===== src/rtl/wtc_pkg.sv =====
// Shared definitions for the two-digit BCD display counter: FSM encodings and
// the BCD digit ceiling.
package wtc_pkg;

    typedef enum logic [1:0] {
        ST_IDLE     = 2'b00,
        ST_RUN_UP   = 2'b01,
        ST_RUN_DOWN = 2'b10
    } state_t;

    localparam logic [3:0] BCD_MAX = 4'd9;

endpackage


===== src/rtl/wtc_bcd_digit.sv =====
// One BCD digit stepper: computes the next digit value for an increment or
// decrement and flags the carry/borrow into the next digit.
module wtc_bcd_digit
    import wtc_pkg::*;
(
    input  logic [3:0] i_Digit,
    input  logic       i_Inc,
    input  logic       i_Dec,
    output logic [3:0] o_Digit,
    output logic       o_Carry,
    output logic       o_Borrow
);

    always_comb begin
        o_Digit  = i_Digit;
        o_Carry  = 1'b0;
        o_Borrow = 1'b0;
        if (i_Inc && !i_Dec) begin
            // >= also folds any illegal code back into range
            if (i_Digit >= BCD_MAX) begin
                o_Digit = 4'd0;
                o_Carry = 1'b1;
            end else begin
                o_Digit = i_Digit + 4'd1;
            end
        end else if (i_Dec && !i_Inc) begin
            if (i_Digit == 4'd0) begin
                o_Digit  = BCD_MAX;
                o_Borrow = 1'b1;
            end else begin
                o_Digit = i_Digit - 4'd1;
            end
        end
    end

endmodule


===== src/rtl/display_count_ctrl.sv =====
// Two-digit BCD up/down counter driven by switch-release events, with an
// IDLE/RUN_UP/RUN_DOWN mode FSM that auto-steps every CLKS_PER_TICK cycles.
module display_count_ctrl
    import wtc_pkg::*;
#(
    parameter int CLKS_PER_TICK = 500000
)
(
    input  logic       i_Clk,
    input  logic       i_Rst,
    input  logic       i_Up,
    input  logic       i_Down,
    input  logic       i_Mode,
    input  logic       i_Clr,
    output logic [3:0] o_Tens,
    output logic [3:0] o_Ones,
    output logic [1:0] o_State,
    output logic       o_Tick,
    output logic       o_Wrap
);

    localparam logic [31:0] TICK_LAST = 32'(CLKS_PER_TICK - 1);

    logic        r_up_q, r_down_q, r_mode_q, r_clr_q;
    state_t      r_state, w_state_next;
    logic [31:0] r_tick_cnt, w_tick_next;
    logic [3:0]  r_tens, r_ones;
    logic        r_tick, r_wrap;

    logic w_up_ev, w_dn_ev, w_mode_ev, w_clr_ev;
    logic w_running, w_tick_term, w_btn, w_auto;
    logic w_step_up, w_step_dn;
    logic [3:0] w_ones_next, w_tens_next;
    logic w_ones_carry, w_ones_borrow, w_tens_carry, w_tens_borrow;

    assign w_up_ev   = r_up_q   & ~i_Up;
    assign w_dn_ev   = r_down_q & ~i_Down;
    assign w_mode_ev = r_mode_q & ~i_Mode;
    assign w_clr_ev  = r_clr_q  & ~i_Clr;

    assign w_running   = (r_state != ST_IDLE);
    assign w_tick_term = w_running && (r_tick_cnt == TICK_LAST);
    // Any button event (even a cancelling UP+DOWN pair) pre-empts the auto-step.
    assign w_btn  = w_up_ev | w_dn_ev;
    assign w_auto = w_tick_term && !w_btn && !w_mode_ev && !w_clr_ev;

    assign w_step_up = !w_clr_ev && !w_mode_ev &&
                       ((w_up_ev && !w_dn_ev) || (w_auto && r_state == ST_RUN_UP));
    assign w_step_dn = !w_clr_ev && !w_mode_ev &&
                       ((w_dn_ev && !w_up_ev) || (w_auto && r_state == ST_RUN_DOWN));

    always_comb begin
        w_state_next = r_state;
        if (w_mode_ev && !w_clr_ev) begin
            case (r_state)
                ST_IDLE:     w_state_next = ST_RUN_UP;
                ST_RUN_UP:   w_state_next = ST_RUN_DOWN;
                ST_RUN_DOWN: w_state_next = ST_IDLE;
                default:     w_state_next = ST_IDLE;
            endcase
        end
    end

    always_comb begin
        w_tick_next = r_tick_cnt + 32'd1;
        if (w_clr_ev || w_mode_ev || !w_running || w_tick_term) begin
            w_tick_next = '0;
        end
    end

    wtc_bcd_digit u_ones (
        .i_Digit  (r_ones),
        .i_Inc    (w_step_up),
        .i_Dec    (w_step_dn),
        .o_Digit  (w_ones_next),
        .o_Carry  (w_ones_carry),
        .o_Borrow (w_ones_borrow)
    );

    wtc_bcd_digit u_tens (
        .i_Digit  (r_tens),
        .i_Inc    (w_ones_carry),
        .i_Dec    (w_ones_borrow),
        .o_Digit  (w_tens_next),
        .o_Carry  (w_tens_carry),
        .o_Borrow (w_tens_borrow)
    );

    always_ff @(posedge i_Clk) begin
        if (i_Rst) begin
            r_up_q     <= 1'b0;
            r_down_q   <= 1'b0;
            r_mode_q   <= 1'b0;
            r_clr_q    <= 1'b0;
            r_state    <= ST_IDLE;
            r_tick_cnt <= '0;
            r_tens     <= 4'd0;
            r_ones     <= 4'd0;
            r_tick     <= 1'b0;
            r_wrap     <= 1'b0;
        end else begin
            r_up_q     <= i_Up;
            r_down_q   <= i_Down;
            r_mode_q   <= i_Mode;
            r_clr_q    <= i_Clr;
            r_state    <= w_state_next;
            r_tick_cnt <= w_tick_next;
            r_tens     <= w_clr_ev ? 4'd0 : w_tens_next;
            r_ones     <= w_clr_ev ? 4'd0 : w_ones_next;
            r_tick     <= w_auto;
            r_wrap     <= w_tens_carry | w_tens_borrow;
        end
    end

    assign o_Tens  = r_tens;
    assign o_Ones  = r_ones;
    assign o_State = r_state;
    assign o_Tick  = r_tick;
    assign o_Wrap  = r_wrap;

endmodule


===== config.mk =====
export PLATFORM = sky130hd
export DESIGN_NAME = display_count_ctrl
export DESIGN_NICKNAME = d
export VERILOG_FILES = /design/src/rtl/wtc_pkg.sv /design/src/rtl/wtc_bcd_digit.sv /design/src/rtl/display_count_ctrl.sv
export SDC_FILE = /design/constraint.sdc
export NUM_CORES = 1
export LEC_CHECK = 0
export ABC_CLOCK_PERIOD_IN_PS = 4750
export BUFFER_PORTS_ARGS = -buffer_cell sky130_fd_sc_hd__clkbuf_2
export CORE_MARGIN = 3
export CORE_UTILIZATION = 30
export CTS_CLUSTER_SIZE = 8
export DETAILED_ROUTE_END_ITERATION = 10
export GPL_ROUTABILITY_DRIVEN = 0
export GPL_TIMING_DRIVEN = 0
export SLEW_MARGIN = 20
export SYNTH_ARGS = -nofsm -noshare
export SYNTH_HDL_FRONTEND = slang
export SYNTH_SLANG_ARGS = --single-unit
export TNS_END_PERCENT = 1

===== constraint.sdc =====
create_clock -name i_Clk -period 4.75 [get_ports i_Clk]
set_input_delay 0.7125 -clock i_Clk [delete_from_list [all_inputs] [get_ports i_Clk]]
set_output_delay 0.7125 -clock i_Clk [all_outputs]
set_load 0.05 [all_outputs]

# ---- Word level (Yosys, flattened, before mapping)
# Index checks and enable logic that the tools add are counted.
dict set report totals {
  ramBits 0
  romBits 0
  latchBits 0
  elab_cells 88
  mem_count 0
  out_inout_bits 12
  ff_bits 48
}
dict set report op_classes {
  bitwise 10
  div 0
  order_cmp 2
  reduce_logical 39
  multipliers 0
  shift 0
  mux 19
  n_eq_ne 3
  add_sub_neg 5
}
# cell count
set ops {}
lappend ops {{32-bit by 1-bit adder with 32-bit output, second input constant} 1}
lappend ops {{32-bit by 19-bit == test with 1-bit output, second input constant} 1}
lappend ops {{4-bit two-way mux} 8}
lappend ops {{1-bit logical AND} 16}
lappend ops {{1-bit zero test} 10}
lappend ops {{1-bit two-way mux} 10}
lappend ops {{4-bit by 1-bit adder with 4-bit output, second input constant} 2}
lappend ops {{4-bit greater-or-equal comparator, second input constant} 2}
lappend ops {{4-bit zero test} 2}
lappend ops {{4-bit by 1-bit subtractor with 4-bit output, second input constant} 2}
lappend ops {{2-bit nonzero test} 3}
lappend ops {{1-bit logical OR} 5}
lappend ops {{1-bit bitwise AND} 4}
lappend ops {{1-bit NOT} 4}
lappend ops {{2-bit one-hot mux with 2 select lines} 1}
lappend ops {{2-bit OR reduction} 2}
lappend ops {{2-bit by 1-bit == test with 1-bit output, second input constant} 1}
lappend ops {{2-bit == test, second input constant} 1}
lappend ops {{2-bit zero test} 1}
lappend ops {{1-bit OR} 2}

# ---- Depth between registers and ports, before layout
dict set report depth {
  word_depth 18
  ltp_mapped 11
  depth_no_buf 11
}

# ---- Cells and area by module
# From an unflattened synthesis, not the netlist that was laid out.
dict set report hier_totals {
  hier_cells 327
  area_unflattened_um2 2747.6
}
# module seq_area_each_um2 instances cells_each area_each_um2
set by_module_without_submodules {}
lappend by_module_without_submodules {display_count_ctrl 960.9 1 237 2107.0}
lappend by_module_without_submodules {wtc_bcd_digit 0.0 2 45 320.3}

# ---- Worst setup path after synthesis
# No wires, ideal clock.
dict set report synth_timing {
  path_kind {register -> register}
  from {register r_state[0], in the netlist o_State[0]}
  to {register r_tens[0], in the netlist o_Tens[0]}
  t_required_ps 4690
  setup_slack_ps 1829
  path_stages_with_launch 12
  t_arrival_ps 2860
  cell_sequence {dfxtp_1 nor2_1 nand4b_1 nor3_1 a21bo_2 nand3_1 ha_1 nor4b_1 nand2_1 or3_1 a31oi_1 o31a_1}
}
dict set report synth_via {
  elab_chain_len 15
}
# element line_no
set synth_rtl {}
lappend synth_rtl {{start: declaration} display_count_ctrl.sv:25} ;# state_t r_state, w_state_next;
lappend synth_rtl {{start signal: assignment} display_count_ctrl.sv:106} ;# r_state <= w_state_next;
lappend synth_rtl {{2-bit nonzero test} display_count_ctrl.sv:41} ;# assign w_running = (r_state != ST_IDLE);
lappend synth_rtl {{1-bit logical AND} display_count_ctrl.sv:42} ;# assign w_tick_term = w_running && (r_tick_cnt == TICK_LAST);
lappend synth_rtl {{1-bit logical AND (3 in a row)} display_count_ctrl.sv:45} ;# assign w_auto = w_tick_term && !w_btn && !w_mode_ev && !w_clr_ev;
lappend synth_rtl {{1-bit logical AND} display_count_ctrl.sv:48} ;# ((w_up_ev && !w_dn_ev) || (w_auto && r_state == ST_RUN_UP));
lappend synth_rtl {{1-bit logical OR} display_count_ctrl.sv:48}
lappend synth_rtl {{1-bit logical AND} display_count_ctrl.sv:47} ;# assign w_step_up = !w_clr_ev && !w_mode_ev &&
lappend synth_rtl {{1-bit zero test} wtc_bcd_digit.sv:26} ;# end else if (i_Dec && !i_Inc) begin
lappend synth_rtl {{1-bit logical AND} wtc_bcd_digit.sv:26}
lappend synth_rtl {{1-bit two-way mux} wtc_bcd_digit.sv:26}
lappend synth_rtl {{1-bit two-way mux} wtc_bcd_digit.sv:18} ;# if (i_Inc && !i_Dec) begin
lappend synth_rtl {{1-bit zero test} wtc_bcd_digit.sv:18}
lappend synth_rtl {{1-bit logical AND} wtc_bcd_digit.sv:18}
lappend synth_rtl {{4-bit two-way mux / 2-bit nonzero test (equally long branches)} --}
lappend synth_rtl {{end signal: assignment} display_count_ctrl.sv:108} ;# r_tens <= w_clr_ev ? 4'd0 : w_tens_next;
lappend synth_rtl {{end: declaration} display_count_ctrl.sv:27} ;# logic [3:0] r_tens, r_ones;
# Parallel ways exist; a longest one is shown, timed or not.
# A chain may end at the register's enable or synchronous reset.

# ---- Worst setup path in the final report
dict set report layout_timing {
  from {register r_tick_cnt[19]}
  to {register r_tens[0], in the netlist o_Tens[0]}
}
dict set report layout_via {
  elab_chain_len 15
}
# element line_no
set layout_rtl {}
lappend layout_rtl {{start: declaration} display_count_ctrl.sv:26} ;# logic [31:0] r_tick_cnt, w_tick_next;
lappend layout_rtl {{start signal: assignment} display_count_ctrl.sv:107} ;# r_tick_cnt <= w_tick_next;
lappend layout_rtl {{32-bit by 19-bit == test with 1-bit output *} display_count_ctrl.sv:42}
lappend layout_rtl {{1-bit logical AND *} display_count_ctrl.sv:42}
lappend layout_rtl {{1-bit logical AND * (3 in a row)} display_count_ctrl.sv:45}
lappend layout_rtl {{1-bit logical AND} display_count_ctrl.sv:48}
lappend layout_rtl {{1-bit logical OR} display_count_ctrl.sv:48}
lappend layout_rtl {{1-bit logical AND} display_count_ctrl.sv:47}
lappend layout_rtl {{1-bit zero test} wtc_bcd_digit.sv:26}
lappend layout_rtl {{1-bit logical AND} wtc_bcd_digit.sv:26}
lappend layout_rtl {{1-bit two-way mux} wtc_bcd_digit.sv:26}
lappend layout_rtl {{1-bit two-way mux} wtc_bcd_digit.sv:18}
lappend layout_rtl {{1-bit zero test} wtc_bcd_digit.sv:18}
lappend layout_rtl {{1-bit logical AND} wtc_bcd_digit.sv:18}
lappend layout_rtl {{4-bit two-way mux / 2-bit nonzero test (equally long branches)} --}
# Mark *: on every way between the ends. The rest lies on a longest branch, timed or not.

==> flow_metrics.env <==
export IMPL_finalCritPeriodShare_pct=66.4
export IMPL_fin_nets=334
export IMPL_yosys_area_share_adder_pct=4.59
export IMPL_wl_per_cell_um=11.5
export IMPL_worst_slew_pin_slew_ps=789
export IMPL_antenna_cells=0
export IMPL_clockRootBuffer="clkbuf_8"
export IMPL_cp_max_fo=7
export IMPL_hold_buffers=0
export IMPL_num_vias=2015
export IMPL_synth_seq_cells=48
export IMPL_synth_xor_area_share_pct=10.4
export IMPL_synth_compound_area_share_pct=9.48
export IMPL_drt_iter0_drc=92
export IMPL_yosysSeqAreaShare_pct=39.2
export IMPL_ioPinCount=18
export IMPL_route_antenna_remaining_nets=0
export IMPL_synth_top_family_by_area="simple AND/OR/NAND/NOR gates"
export IMPL_die_w_um=96.4
export IMPL_die_h_um=96.4
export IMPL_cap_violations=0
export IMPL_yosys_warnings=0
export IMPL_rsz0062_at_grt="no"
export IMPL_endpoint_kind="register"
export IMPL_syn_area_mm2=0.00245
export IMPL_placedCellCount=414
export IMPL_startpoint="r_tick_cnt[19]$_SDFF_PP0_"
export IMPL_n_fill_cell=842
export IMPL_slew_headroom_pct=46.9
export IMPL_hpwlAfterDp_mm=3.54
export IMPL_synth_cell_types=48
export IMPL_grt_first_pass_wirelength_mm=8.33
export IMPL_post_route_util_pct=35.0
export IMPL_clock_sinks=48
export IMPL_drt_wl_total_mm=4.86
export IMPL_synthFlopType="dfxtp_1"
export IMPL_fin_cells=421
export IMPL_outcome="finished clean"
export IMPL_cts_setup_buffers=0
export IMPL_muxShareOfSynthArea_pct=1.27
export IMPL_clock_latency_ps=300
export IMPL_crit_type="reg -> reg"
export IMPL_syn_area_per_cell_um2=8.32
export IMPL_synth_edf_count=0
export IMPL_fin_setup_tns_ps=0
export IMPL_cts_resized=0
export IMPL_design_power_total_uw=709
export IMPL_grt_max_degree=14
export IMPL_cts_buffers=5
export IMPL_port_buffers=17
export IMPL_start_kind="register"
export IMPL_clockBufferDepth=2
export IMPL_area_delta_synth_final_pct=11.8
export IMPL_irDropWorstVdd_uv=154
export IMPL_die_area_mm2=0.00930
export IMPL_tritoncts="done"
export IMPL_setup_viol=0
export IMPL_core_mm2=0.00785
export IMPL_grt_pass1_vias=1813
export IMPL_holdCritStartpoint="r_tick_cnt[0]$_SDFF_PP0_"
export IMPL_clock_skew_final_ps=4.72
export IMPL_max_freq_mhz=317
export IMPL_maxSlewViolCount=0
export IMPL_fin_crit_ps=3160
export IMPL_rows=32
export IMPL_drive_above_1_share_pct=11.0
export IMPL_grt_overflow=0
export IMPL_antenna_found_initial=0
export IMPL_cts_reportedPaths_clkPinSlew_ps=80
export IMPL_async_flop_share_pct=0
export IMPL_r2r_start="r_tick_cnt[19]$_SDFF_PP0_"
export IMPL_power_density_mw_per_mm2=258
export IMPL_cts_max_level=2
export IMPL_worstHoldPathType="reg -> reg"
export IMPL_synth_cells=295
export IMPL_crit_arrival_ps=3400
export IMPL_grt_util_all_layers_pct=11.1
export IMPL_critPathRequiredTime_ps=5000
export IMPL_vias_per_cell=4.79
export IMPL_cellLeakagePower_nw=0.912
export IMPL_drc=0
export IMPL_hold_viol=0
export IMPL_start_util_pct=31.3
export IMPL_synthSimpleGateAreaFrac_pct=31.2
export IMPL_first_pass_iters=4
export IMPL_syn_nets=310
-- cells in the final DEF, fill, tap and decap left out, drive strengths merged, types with 7 or more instances in the layout --
cell	n
nand4	12
xor2	15
nor3	11
ha	9
nand3	10
inv	13
nor2	48
nand2	18
xnor2	14
clkbuf	29
nor2b	10
a21oi	7
o21ai	9
dfxtp	48
-- sequential cells by signal (all words and copies together) (netlist names) --
signal and cells:
r_up_q 1, r_clr_q 1, r_tick_cnt 32, r_down_q 1, o_Ones 4, o_Wrap 1, o_Tick 1, o_State 2
r_mode_q 1, o_Tens 4
-- routing by layer --
| layer | global-route usage, % | wire length (um) | vias to the layer above |
|---|---|---|---|
| li1 | - | - | 1067 |
| met1 | 16.5 | 2510 | 911 |
| met2 | 16.1 | 2120 | 33 |
| met3 | 2.56 | 169 | 4 |
| met4 | 2.80 | 59 | 0 |
| met5 | 0 | 0 | - |
-- per-stage QoR --
| step | hold slack, ps | instance area [um^2] | setup slack, ps |
|---|---|---|---|
| 5_1_grt | 501 | 2740 | 1130 |
| 3_5_place_dp | 458 | 2670 | 1570 |
| 6_report | 467 | 2740 | 1590 |
| 4_1_cts | 473 | 2740 | 1550 |
| 2_1_floorplan | 426 | 2450 | 1830 |
| 3_3_place_gp | 443 | 2670 | 1610 |
-- cells in the mapped netlist, drive strengths merged, types with 2 or more instances --
master | instances | area share (%)
dfxtp | 48 | 39
nor2 | 48 | 7.5
nand2 | 18 | 2.8
xor2 | 15 | 5.4
xnor2 | 14 | 5.0
inv | 13 | 2.0
nand4 | 12 | 3.3
nor3 | 11 | 2.2
nand3 | 10 | 2.0
nor2b | 10 | 2.5
ha | 9 | 4.6
o21ai | 9 | 1.8
a21oi | 7 | 1.4
clkbuf | 6 | 0.92
nor4 | 6 | 1.5
a31oi | 5 | 1.3
and2 | 5 | 1.3
and4 | 5 | 1.8
buf | 5 | 1.0
nand2b | 4 | 1.0
or3 | 4 | 1.0
and3 | 3 | 0.76
nor4b | 3 | 1.1
a21o | 2 | 0.61
a221oi | 2 | 0.71
mux2i | 2 | 0.82
or4 | 2 | 0.61
-- worst max-delay path: stages (launching register included) --
cell	delay (ps)
dfxtp_1	370
nor4b_1	400
nand4b_1	160
nor3_1	300
a21bo_2	190
nand3_1	80
ha_1	270
nor4b_1	430
nand2_1	190
or3_1	360
a31oi_1	190
o31a_1	150
-- layout make-up --
| class | count | area (um^2) | share of cell area (%) |
|---|---|---|---|
| flip-flops and latches | 48 | 961 | 35.0 |
| inverters | 13 | 48.8 | 1.78 |
| repair buffers | 17 | 85.1 | 3.10 |
| multi-input cells | 223 | 1400 | 50.9 |
| plain buffers | 11 | 47.5 | 1.73 |
| clock inverters | 1 | 5.00 | 0.182 |
| clock buffers | 6 | 72.6 | 2.64 |
| well taps | 102 | 128 | 4.65 |
-- power breakdown --
part / leakage, nW / internal, mW / switching, mW
sequential: 0.388 / 0.408 / 0.00589
clock: 0.0410 / 0.100 / 0.129
combinational: 0.482 / 0.0221 / 0.0439
total: 0.912 / 0.530 / 0.179
-- cells by family (layout without fill, tap and decap cells) --
family | Yosys count | after routing
fa+ha+maj | 9 | 9
simple gates | 146 | 146
compound gates | 36 | 36
flops | 48 | 48
mux | 3 | 3
buf+inv | 24 | 48
xor+xnor | 29 | 29
-- path summary, 6_finish.rpt --
kind	endpoint	slack (ps)	cells past startpoint
hold / removal	r_tick_cnt[0]$_SDFF_PP0_	470	1
hold reg to reg	r_tick_cnt[0]$_SDFF_PP0_	470	1
setup reg to reg	o_Tens[0]$_SDFFE_PP0P_	1590	11
setup / recovery	o_Tens[0]$_SDFFE_PP0P_	1590	11
Note: power is estimated with default switching activity, not from simulation.
